`src/rtl/id_ex_hazard_reg_pkg.sv`:
```
// Shared ID/EX definitions: packed control-bundle field offsets and the bubble constant.
// The EX forwarding unit and this register bank decode ctrl through these offsets.
package id_ex_hazard_reg_pkg;

   localparam int unsigned CTRL_W_DEF = 12;

   // Control bundle layout, LSB first
   localparam int unsigned WB_WRITE   = 0;
   localparam int unsigned WB_MEM2REG = 1;
   localparam int unsigned MEM_WRITE  = 2;
   localparam int unsigned MEM_READ   = 3;
   localparam int unsigned ALU_SRC    = 4;
   localparam int unsigned ALU_OP_LSB = 5;
   localparam int unsigned ALU_OP_W   = 7;

   localparam logic [CTRL_W_DEF-1:0] CTRL_BUBBLE = '0;

   typedef enum logic [1:0] {
      SEL_CAPTURE = 2'd0,
      SEL_HOLD    = 2'd1,
      SEL_BUBBLE  = 2'd2
   } ex_sel_e;

   function automatic logic idx_hit(input logic       uses,
                                    input logic [4:0] src,
                                    input logic [4:0] dst);
      return uses && (src == dst);
   endfunction

endpackage

```
`src/rtl/id_ex_hazard_reg_load_use_detect.sv`:
```
// Combinational load-use detector: the ID instruction reads the non-zero
// destination of a load currently in EX.
module load_use_detect
   import id_ex_hazard_reg_pkg::*;
#(
   parameter int unsigned REG_IDX_W = 5
) (
   input  logic                 valid_ex_i,
   input  logic                 mem_to_reg_ex_i,
   input  logic                 write_reg_ex_i,
   input  logic [REG_IDX_W-1:0] write_reg_idx_ex_i,
   input  logic                 valid_id_i,
   input  logic                 uses_rs1_id_i,
   input  logic                 uses_rs2_id_i,
   input  logic [REG_IDX_W-1:0] rs1_id_i,
   input  logic [REG_IDX_W-1:0] rs2_id_i,
   output logic                 load_use_o
);

   logic producer_is_load;
   logic rs1_hit;
   logic rs2_hit;

   always_comb begin
      producer_is_load = valid_ex_i && mem_to_reg_ex_i && write_reg_ex_i &&
                         (write_reg_idx_ex_i != '0);
      rs1_hit          = uses_rs1_id_i && (rs1_id_i == write_reg_idx_ex_i);
      rs2_hit          = uses_rs2_id_i && (rs2_id_i == write_reg_idx_ex_i);
      load_use_o       = producer_is_load && valid_id_i && (rs1_hit || rs2_hit);
   end

endmodule

```
`src/rtl/id_ex_hazard_reg.sv`:
```
// ID/EX pipeline register with load-use bubble insertion, branch flush,
// memory-stall freeze and a saturating load-use bubble counter.
module id_ex_hazard_reg
   import id_ex_hazard_reg_pkg::*;
#(
   parameter int unsigned DATA_W    = 32,
   parameter int unsigned REG_IDX_W = 5,
   parameter int unsigned CTRL_W    = 12,
   parameter int unsigned CNT_W     = 16
) (
   input  logic                 clk,
   input  logic                 rst_n,
   input  logic                 valid_ID,
   input  logic [REG_IDX_W-1:0] read_reg_idx_1_ID,
   input  logic [REG_IDX_W-1:0] read_reg_idx_2_ID,
   input  logic                 uses_rs1_ID,
   input  logic                 uses_rs2_ID,
   input  logic [DATA_W-1:0]    read_data_1_ID,
   input  logic [DATA_W-1:0]    read_data_2_ID,
   input  logic [DATA_W-1:0]    imm_ID,
   input  logic [DATA_W-1:0]    pc_ID,
   input  logic [REG_IDX_W-1:0] write_reg_idx_ID,
   input  logic [CTRL_W-1:0]    ctrl_ID,
   input  logic                 flush_EX,
   input  logic                 stall_MEM,
   output logic                 valid_EX,
   output logic [REG_IDX_W-1:0] read_reg_idx_1_EX,
   output logic [REG_IDX_W-1:0] read_reg_idx_2_EX,
   output logic [DATA_W-1:0]    read_data_1_EX,
   output logic [DATA_W-1:0]    read_data_2_EX,
   output logic [DATA_W-1:0]    imm_EX,
   output logic [DATA_W-1:0]    pc_EX,
   output logic [REG_IDX_W-1:0] write_reg_idx_EX,
   output logic [CTRL_W-1:0]    ctrl_EX,
   output logic                 stall_ID,
   output logic [CNT_W-1:0]     load_use_bubbles
);

   logic                 valid_q, valid_d;
   logic [REG_IDX_W-1:0] rs1_q, rs1_d, rs2_q, rs2_d, rd_q, rd_d;
   logic [DATA_W-1:0]    d1_q, d1_d, d2_q, d2_d, imm_q, imm_d, pc_q, pc_d;
   logic [CTRL_W-1:0]    ctrl_q, ctrl_d;
   logic [CNT_W-1:0]     cnt_q, cnt_d;
   logic                 load_use;
   ex_sel_e              sel;

   load_use_detect #(
      .REG_IDX_W (REG_IDX_W)
   ) u_load_use_detect (
      .valid_ex_i         (valid_q),
      .mem_to_reg_ex_i    (ctrl_q[WB_MEM2REG]),
      .write_reg_ex_i     (ctrl_q[WB_WRITE]),
      .write_reg_idx_ex_i (rd_q),
      .valid_id_i         (valid_ID),
      .uses_rs1_id_i      (uses_rs1_ID),
      .uses_rs2_id_i      (uses_rs2_ID),
      .rs1_id_i           (read_reg_idx_1_ID),
      .rs2_id_i           (read_reg_idx_2_ID),
      .load_use_o         (load_use)
   );

   // A flushed ID instruction is wrong-path, so it is never held for a hazard
   assign stall_ID = stall_MEM | (load_use & ~flush_EX);

   always_comb begin
      if (stall_MEM)                 sel = SEL_HOLD;
      else if (flush_EX || load_use) sel = SEL_BUBBLE;
      else                           sel = SEL_CAPTURE;
   end

   always_comb begin
      valid_d = valid_q;
      rs1_d   = rs1_q;
      rs2_d   = rs2_q;
      rd_d    = rd_q;
      d1_d    = d1_q;
      d2_d    = d2_q;
      imm_d   = imm_q;
      pc_d    = pc_q;
      ctrl_d  = ctrl_q;
      cnt_d   = cnt_q;
      case (sel)
         SEL_BUBBLE: begin
            valid_d = 1'b0;
            rs1_d   = '0;
            rs2_d   = '0;
            rd_d    = '0;
            d1_d    = '0;
            d2_d    = '0;
            imm_d   = '0;
            pc_d    = '0;
            ctrl_d  = '0;
            if (!flush_EX && (cnt_q != '1)) cnt_d = cnt_q + 1'b1;
         end
         SEL_CAPTURE: begin
            valid_d = valid_ID;
            rs1_d   = read_reg_idx_1_ID;
            rs2_d   = read_reg_idx_2_ID;
            rd_d    = write_reg_idx_ID;
            d1_d    = read_data_1_ID;
            d2_d    = read_data_2_ID;
            imm_d   = imm_ID;
            pc_d    = pc_ID;
            ctrl_d  = ctrl_ID;
         end
         default: ;
      endcase
   end

   always_ff @(posedge clk or negedge rst_n) begin
      if (!rst_n) begin
         valid_q <= 1'b0;
         rs1_q   <= '0;
         rs2_q   <= '0;
         rd_q    <= '0;
         d1_q    <= '0;
         d2_q    <= '0;
         imm_q   <= '0;
         pc_q    <= '0;
         ctrl_q  <= '0;
         cnt_q   <= '0;
      end else begin
         valid_q <= valid_d;
         rs1_q   <= rs1_d;
         rs2_q   <= rs2_d;
         rd_q    <= rd_d;
         d1_q    <= d1_d;
         d2_q    <= d2_d;
         imm_q   <= imm_d;
         pc_q    <= pc_d;
         ctrl_q  <= ctrl_d;
         cnt_q   <= cnt_d;
      end
   end

   assign valid_EX          = valid_q;
   assign read_reg_idx_1_EX = rs1_q;
   assign read_reg_idx_2_EX = rs2_q;
   assign write_reg_idx_EX  = rd_q;
   assign read_data_1_EX    = d1_q;
   assign read_data_2_EX    = d2_q;
   assign imm_EX            = imm_q;
   assign pc_EX             = pc_q;
   assign ctrl_EX           = ctrl_q;
   assign load_use_bubbles  = cnt_q;

endmodule

```
`config.mk`:
```
export PLATFORM = sky130hd
export DESIGN_NAME = id_ex_hazard_reg
export DESIGN_NICKNAME = d
export VERILOG_FILES = /design/src/rtl/id_ex_hazard_reg_pkg.sv /design/src/rtl/id_ex_hazard_reg_load_use_detect.sv /design/src/rtl/id_ex_hazard_reg.sv
export SDC_FILE = /design/constraint.sdc
export NUM_CORES = 1
export LEC_CHECK = 0
export ABC_AREA = 1
export CORE_MARGIN = 2
export CORE_UTILIZATION = 35
export DETAILED_ROUTE_END_ITERATION = 6
export PLACE_DENSITY = 0.77
export SKIP_LAST_GASP = 1
export SLEW_MARGIN = 20
export SYNTH_ARGS = -nofsm -noshare
export SYNTH_HDL_FRONTEND = slang
export SYNTH_SLANG_ARGS = --single-unit
```
`constraint.sdc`:
```
create_clock -name clk -period 2.17 [get_ports clk]
set_input_delay 0.217 -clock clk [delete_from_list [all_inputs] [get_ports clk]]
set_output_delay 0.217 -clock clk [all_outputs]
set_load 0.05 [all_outputs]
```
# Word level (Yosys, flattened, before mapping)
# Index checks and enable logic that the tools add are counted.
# W data, S select, Z words.
# totals
register_bits	172
out_inout_bits	173
in_bits	162
# classes
addsub	1
mux	11
n_reduce_logical	15
n_bitwise	3
n_eq_ne	4
# op_table
operator	n
$pmux W32 S2	4
$pmux W5 S2	3
$pmux W12 S2	1
$add A16 B1 Y16 const B	1
$ne A16 B16 Y1 const B	1
$eq A5 B5 Y1	2
$logic_and A1 B1 Y1	8
$reduce_bool A5 Y1	1
$mux W2	2
$eq A2 B2 Y1 const B	1
$logic_not A2 Y1	1
$logic_or A1 B1 Y1	2
$pmux W1 S2	1
$reduce_and A2 Y1	1
$reduce_bool A2 Y1	1
$and A1 B1 Y1	1
$logic_not A1 Y1	1
$not A1 Y1	1
$or A1 B1 Y1	1

# Logic depth before layout (Yosys ltp)
# Gate-level depths: netlist of the first run.
# logic_depth
word_depth	10
depth_mapped	12

# Modules after synthesis
# A second synthesis of the first run with hierarchy kept.
# hier_totals
cells_unflattened	884
hier_area_um2	7379.6
# by_module_without_submodules
module	cells_per_inst	area_per_inst_um2	n_inst
id_ex_hazard_reg	830	7141.8	1
load_use_detect	54	237.7	1

# Worst setup path before layout of the first run
# No wires, ideal clock.
# synth_timing
kind	register to output
start	reg rd_q[3] (netlist: write_reg_idx_EX[3])
end	out stall_ID
required_ns	1.953
t_arrival_ns	2.472
path_stages_with_launch	10
setup_slack_ns	-0.519
cell_sequence	dfrtp_1 -> inv_1 -> nand2_1 -> nand2_1 -> nor2_1 -> nand3_1 -> nand2_2 -> nand2_4 -> buf_6 -> o21ai_0
# synth_between
elab_chain_cells	6
# synth_rtl
item	line	rtl
start: declaration	id_ex_hazard_reg.sv:40	logic [REG_IDX_W-1:0] rs1_q, rs1_d, rs2_q, rs2_d, rd_q, rd_d;
start signal: assignment	id_ex_hazard_reg.sv:126	rd_q <= rd_d;
$eq A5 B5 Y1 (tied with other cells)	id_ex_hazard_reg_load_use_detect.sv:27	rs1_hit = uses_rs1_id_i && (rs1_id_i == write_reg_idx_ex_i);
$logic_and A1 B1 Y1 (on tied branches)	id_ex_hazard_reg_load_use_detect.sv:27, id_ex_hazard_reg_load_use_detect.sv:25, id_ex_hazard_reg_load_use_detect.sv:28	
$logic_or A1 B1 Y1 or $logic_and A1 B1 Y1 (tied branches)	id_ex_hazard_reg_load_use_detect.sv:29	load_use_o = producer_is_load && valid_id_i && (rs1_hit || rs2_hit);
$logic_and A1 B1 Y1 (*)	id_ex_hazard_reg_load_use_detect.sv:29	
$and A1 B1 Y1 (*)	id_ex_hazard_reg.sv:63	assign stall_ID = stall_MEM | (load_use & ~flush_EX);
$or A1 B1 Y1 (*)	id_ex_hazard_reg.sv:63	
end: declaration	id_ex_hazard_reg.sv:35	output logic stall_ID,
# Mark *: on every way between the ends. The rest lies on a longest branch, timed or not.

# Worst setup path after layout of the first run
# layout_timing
start	reg rd_q[4] (netlist: write_reg_idx_EX[4])
end	out stall_ID
# The elaborated chain is that of the path after synthesis.

==> results of run 1 <==
stage by stage:
step           setup slack (ns)  utilization, %  std cells  power, mW  hold WS (ns)
2_1_floorplan             0.130               -        868       4.78       -0.0786
3_3_place_gp              0.236            52.8       1441       5.74         0.166
3_5_place_dp              0.224            52.8       1441       5.77         0.172
4_1_cts                  0.0343            55.7       1475       8.79         0.275
5_1_grt               -0.000843            55.9       1478       9.07         0.296
6_report                  0.107            55.9       1478       8.70         0.268
placed cells by master, fill, tap and decap left out, types with 2 or more instances in the layout:
master / instances
o21ai_0: 16
clkinv_4: 4
nand4_1: 19
nor2_1: 20
nand2_1: 365
nand3_1: 157
buf_4: 18
clkinv_8: 2
buf_12: 8
inv_8: 4
inv_6: 3
inv_2: 3
xnor2_1: 5
clkbuf_16: 17
nor3_1: 4
dfrtp_1: 171
inv_1: 29
nor2_2: 2
nand2_2: 2
clkdlybuf4s50_1: 331
xor2_1: 8
final timing paths:
| check | startpoint | endpoint | slack, ns | cells after the start |
|---|---|---|---|---|
| worst max-delay path | write_reg_idx_EX[4]$_DFFE_PN0P_ | stall_ID | 0.11 | 9 |
| worst min-delay path | rst_n | read_data_1_EX[6]$_DFFE_PN0P_ | 0.27 | 2 |
| worst max register to register | load_use_bubbles[0]$_DFFE_PN0P_ | load_use_bubbles[5]$_DFFE_PN0P_ | 0.34 | 9 |
| worst min register to register | read_data_1_EX[12]$_DFFE_PN0P_ | read_data_1_EX[12]$_DFFE_PN0P_ | 0.48 | 2 |
| max in group asynchronous | rst_n | read_data_2_EX[2]$_DFFE_PN0P_ | 1.17 | 3 |
| min in group clk | stall_MEM | read_data_1_EX[12]$_DFFE_PN0P_ | 0.31 | 4 |
synthesized netlist by cell type, types with 2 or more instances:
| master | instances |
|---|---|
| nand2_1 | 365 |
| dfrtp_1 | 172 |
| nand3_1 | 157 |
| inv_1 | 29 |
| clkbuf_1 | 22 |
| nor2_1 | 21 |
| nand4_1 | 19 |
| o21ai_0 | 17 |
| buf_2 | 15 |
| buf_6 | 13 |
| xor2_1 | 8 |
| xnor2_1 | 5 |
| buf_4 | 4 |
| nor3_1 | 4 |
| inv_2 | 3 |
| buf_1 | 2 |
| nand2_2 | 2 |
| nand2_4 | 2 |
| nor2_2 | 2 |
kinds of logic after synthesis:
kind of cell             count (synthesis)
AND/OR/NAND/NOR                        576
flip-flops                             172
XOR/XNOR                                13
adder cells (fa/ha/maj)                  1
buffers and inverters                   88
AO/OA/AOI/OAI                           18
registers in the layout, indices dropped and copies added (netlist names), 12 cells and up:
| name | count |
|---|---|
| read_data_2_EX | 32 |
| load_use_bubbles | 16 |
| read_data_1_EX | 32 |
| pc_EX | 32 |
| imm_EX | 32 |
| ctrl_EX | 12 |
final cells by class:
| class | instances | area, um^2 |
|---|---|---|
| Clock buffer | 18 | 439 |
| Sequential cell | 172 | 4310 |
| Timing Repair Buffer | 359 | 3630 |
| Clock inverter | 14 | 146 |
| Multi-Input combinational cell | 608 | 2720 |
| Fill cell | 1863 | 9250 |
| Inverter | 32 | 120 |
| Tap cell | 275 | 344 |
power groups by stage:
stage	Sequential, mW	Combinational (mW)	Clock (mW)
after floorplan	4.42	0.353	0
after global placement	3.62	2.12	0
after detailed placement	3.63	2.14	0
after CTS	3.57	2.15	3.07
after global routing	3.59	2.26	3.22
final	3.57	2.14	2.99
per-layer routing:
metal / share of wire, % / global-route usage [%] / vias to the layer above
met1: 41 / 26.0 / 3312
met3: 6.4 / 4.24 / 49
met5: 0.047 / 0 / -
li1: - / - / 3430
met4: 3.0 / 9.10 / 2
met2: 50 / 33.6 / 258
timing repair:
action	4_1_cts	5_1_grt
hold buffers	1	0
setup endpoints to repair	1	1
resized for setup	0	3
buffers inserted	1	3
pin swaps	0	0
endpoints found under the hold margin	39	0
==> results.md, run 1 <==
* Fmax at 0.485 GHz
* Worst-Margin Slew at 0.778 ns
* Sequential power share at 41.0%
* CP Class: reg -> out
* CTS tree: built
* Top post-synthesis cells by area: dfrtp_1 (58%), nand2_1 (18%), nand3_1 (11%), buf_6 (2.0%), nand4_1 (1.6%)
* Cells along the critical path: buf_4, nand2_1, nand2_1, nor2_1, nand3_1, nand2_2, nand2_8, o21ai_4, buf_12
* Initial DRC Count at 358
* Syn Inst Count at 868
* # setup viols final at 0
* Gr ovfl total at 0
* RePlAce Congestion at 0.918
* Outcome: finished clean
* Antenna violations before repair at 1
* CP required at 1.95 ns
* Die Area at 22500 um^2
* Synth-to-layout area growth at 56.9%
* Slew HR at 48.1%
* Design area at 11700 um^2
* Max VDD drop at 495 uV
* Power share of the clock group at 34.4%
* TNS Setup at 0 ns
* Final antenna-violating net count at 0
* Post-Synth XOR/XNOR Area at 1.53%
* Clk slew on worst S/H paths at 0.07 ns
* Layout cells sized above 1 at 6.23%
* Combinational cell fraction of total power at 24.5%
* Sw power at 2.90 mW
* Leak pwr at 5.65 nW
* Largest net degree at the start of global routing at 78
* Power Density at 743 nW/um^2
* Area share of fa/ha/maj cells after synthesis at 0.168%
* TritonCTS Buffers at 17
* Crit path DAT at 1.85 ns
* YS warnings at 0
* Rows at 53
* Die Ht at 150 um
* Synth Area in Compound Gates at 1.22%
* Crit path max-delay cell type: dfrtp_1
* Worst Skew at 0.0158 ns
* Mean Syn Cell Area at 8.59 um^2
* Root buffer cell: clkbuf_16
* CTS Buffer Depth at 2
* WL per Instance at 15.8 um
* Post-DP Area at 11100 um^2
* Vias per inst at 4.77
* Post-synth EDFFs at 0
* Fin. Hold Viols at 0
* Area of the core at 21000 um^2
* Fin. max-slew vios at 0
* Max incr delay on CP at 0.41 ns
* Register area share after synthesis at 57.7%
* Antenna Cells at 0
* Main combinational cell family by area after synthesis: simple AND/OR/NAND/NOR gates
* Final Cycle Share at 95.0%
* # port buffers at 334
* Ys flop type: dfrtp_1
* Total track usage at 20.4%
* Area leader, netlist: dfrtp_1
* Top-area cell type share of the netlist area at 57.7%
* Mapped Nets at 1031
* TritonCTS Sinks at 172
* Crit path max-delay family: simple AND/OR/NAND/NOR gates
* Mapped Area at 7460 um^2
* CP dominant cell by count: nand2_1
* Multiplexer area fraction after synthesis at 0%
* Hpwl dp at 16700 um
* CP max FO at 13
* Global-route wire length before repair at 36300 um
* Number of global-route vias before repair at 7000
* Worst Hold Class: in -> async
* Type of origin of the critical path: flip-flop
* I/O Pins at 335
* TritonRoute pass-1 iters at 6
* # H-tree levels at 4
* Period minus WS final at 2.06 ns
* Clk Latency, worst-skew pair at 0.43 ns
* Post-Route WL at 23300 um
* DRC Markers at 0
* Final net count at 1353
* Crit path capture type: output port
* Simple-Gate Fraction of Synth Area at 33.2%
* Fraction of registers with async set/reset at 100%
* Switching share of power at 33.4%
* Vias at 7051
* Die width at 150 um
* Internal power at 5.80 mW
* Max-cap violations at 0
* Number of library cell types mapped by synthesis at 25
* Initial core utilization at 35.6%
* #FFs+latches synth at 172
* WP buf/inv at 2
No activity file was read; power rests on OpenSTA's default activity.
==> run 2: changes to the inputs <==
==> constraint.sdc (replaced) <==
create_clock -name clk -period 2.17 [get_ports clk]
set_input_delay 0.217 -clock clk [delete_from_list [all_inputs] [get_ports clk]]
set_output_delay 0.217 -clock clk [all_outputs]
set_load 0.005 [all_outputs]
==> results.md, run 2 (synthesis gave the netlist of run 1 again) <==
* CTS Buffer Depth at 2 (unchanged)
* Final antenna-violating net count at 0 (unchanged)
* # port buffers at 334 (unchanged)
* Synth-to-layout area growth at 57.1% (was 56.9%)
* Final net count at 1351 (was 1353)
* # fillers at 1865 (was 1863)
* CP required at 1.95 ns (about the same)
* Design area at 11700 um^2 (about the same)
* WP buf/inv at 2 (unchanged)
* Unrepaired setup endpoints after global routing: false
* TNS Setup at 0 ns (unchanged)
* Fin. max-slew vios at 0 (unchanged)
* WL per Instance at 15.9 um (was 15.8 um)
* Placed insts at 1442 (was 1441)
* Final Cycle Share at 91.0% (was 95.0%)
* Non-Filler Instances at 1476 (was 1478)
* Commonest cells after routing, fill and taps aside: nand2_1 (364), clkdlybuf4s50_1 (331), dfrtp_1 (171) (was nand2_1 (365), clkdlybuf4s50_1 (331), dfrtp_1 (171))
* Leak pwr at 5.68 nW (was 5.65 nW)
* Power Density at 687 nW/um^2 (was 743 nW/um^2)
* Rows at 53 (unchanged)
* Worst Hold Class: in -> async (unchanged)
* CP dominant cell by count: nand2_1 (unchanged)
* Clk slew on worst S/H paths at 0.07 ns (about the same)
* TritonRoute pass-1 iters at 5 (was 6)
* Antenna Cells at 0 (unchanged)
* Type of origin of the critical path: flip-flop (unchanged)
* Die Area at 22500 um^2 (unchanged)
* Worst-Margin Slew at 0.726 ns (was 0.778 ns)
* CP Class: reg -> out (unchanged)
* Layout cells sized above 1 at 6.08% (was 6.23%)
* Cells along the critical path: buf_4, nand2_1, nand2_1, nor2_1, nand3_1, nand2_2, nand2_4, o21ai_0, clkbuf_2 (was buf_4, nand2_1, nand2_1, nor2_1, nand3_1, nand2_2, nand2_8, o21ai_4, buf_12)
* Crit path capture type: output port (unchanged)
* Outcome: finished clean (unchanged)
* Vias per inst at 4.78 (was 4.77)
* Crit path max-delay family: simple AND/OR/NAND/NOR gates (unchanged)
* DRC Markers at 0 (unchanged)
* Area of the core at 21000 um^2 (unchanged)
* Initial DRC Count at 427 (was 358)
* Number of global-route vias before repair at 6785 (was 7000)
* Max incr delay on CP at 0.38 ns (was 0.41 ns)
* I/O Pins at 335 (unchanged)
* Pre-CTS setup slack at -0.193 ns (was 0.224 ns)
* Post-Route WL at 23500 um (was 23300 um)
* Fin. Hold Viols at 0 (unchanged)
* Max VDD drop at 482 uV (was 495 uV)
* Vias at 7052 (was 7051)
* Root buffer cell: clkbuf_16 (unchanged)
* Layout Utilization at 55.9% (about the same)
* Post-DP Area at 11100 um^2 (about the same)
* Total track usage at 20.2% (was 20.4%)
* CTS tree: built (unchanged)
* # H-tree levels at 4 (unchanged)
* Max-cap violations at 0 (unchanged)
* Most common cell after layout, fill and taps aside: nand2_1 (unchanged)
* Period minus WS final at 1.97 ns (was 2.06 ns)
* Total power at 8.05 mW (was 8.70 mW)
* Die width at 150 um (unchanged)
* RePlAce Congestion at 0.913 (was 0.918)
* Initial core utilization at 35.6% (unchanged)
* # setup viols final at 0 (unchanged)
* Hpwl dp at 16400 um (was 16700 um)
* TritonCTS Buffers at 17 (unchanged)
* Clk Latency, worst-skew pair at 0.43 ns (about the same)
* Gr ovfl total at 0 (unchanged)
* Fmax at 0.506 GHz (was 0.485 GHz)
* Worst Skew at 0.0136 ns (was 0.0158 ns)
* Largest net degree at the start of global routing at 150 (was 78)
* Slew HR at 51.6% (was 48.1%)
* Global-route wire length before repair at 36200 um (was 36300 um)
* Antenna violations before repair at 0 (was 1)
* Crit path max-delay cell type: dfrtp_1 (unchanged)
* Hold Slack at 0.199 ns (was 0.268 ns)
* CP max FO at 3 (was 13)
* Final worst slack at 0.195 ns (was 0.107 ns)
* TritonCTS Sinks at 172 (unchanged)
* Crit path DAT at 1.76 ns (was 1.85 ns)
* Die Ht at 150 um (unchanged)
[run 2: cell count changes in the layout (fill, tap and decap cells not counted), sizes merged]
cell	delta
buf	-4
inv	-1
clkbuf	+2
bufinv	+1
clkinv	+1
clkinvlp	-1
[run 2: final timing paths]
check                                           startpoint  slack (ns)                              end  depth (start not counted)
max                        write_reg_idx_EX[4]$_DFFE_PN0P_        0.20                         stall_ID                          9
min                                                  rst_n        0.20   read_data_1_EX[13]$_DFFE_PN0P_                          2
max reg2reg                write_reg_idx_EX[4]$_DFFE_PN0P_        0.27  load_use_bubbles[5]$_DFFE_PN0P_                         12
min reg2reg                  read_data_1_EX[0]$_DFFE_PN0P_        0.48    read_data_1_EX[0]$_DFFE_PN0P_                          2
max in group asynchronous                            rst_n        1.18           imm_EX[24]$_DFFE_PN0P_                          3
min in group clk                                 stall_MEM        0.23  write_reg_idx_EX[4]$_DFFE_PN0P_                          4
[run 2: timing repair]
action | 4_1_cts | 5_1_grt
setup endpoints to repair | 1 | 120
hold buffers | 1 | 0
buffers inserted | 0 | 0
endpoints found under the hold margin | 131 | 0
gates resized for setup | 1 | 7
cloned | 0 | 1
[run 2: report_power, final]
part           switching, mW  total [mW]  internal, mW
Clock                   1.47        3.16          1.69
Combinational          0.527        1.33         0.799
Sequential             0.134        3.57          3.43
[run 2: area by class of cell]
class	instances	area [um^2]	share of cell area [%]
clock buffers	18	439	3.75
clock inverters	14	176	1.51
inverters	32	120	1.03
multi-input cells	608	2700	23.1
flip-flops and latches	172	4310	36.7
well taps	275	344	2.94
repair buffers	357	3630	31.0
[run 2: worst register-to-register path, stage by stage (launching register included)]
cell and delay [ns]:
dfrtp_1 0.38, inv_1 0.13, nand2_1 0.07, nand2_1 0.08, nor2_1 0.04, nand3_1 0.08, nand2_2 0.08, nand2_4 0.06
buf_6 0.35, nand2_4 0.17, buf_4 0.21, nand4_1 0.08, nand2_1 0.06
[run 2: metal layers]
layer | wire length [um] | global-route usage (%) | vias up
li1 | - | - | 3424
met2 | 11400 | 32.7 | 258
met3 | 1570 | 4.79 | 34
met4 | 534 | 7.50 | 0
met1 | 9950 | 26.5 | 3336
met5 | 0 | 0 | -
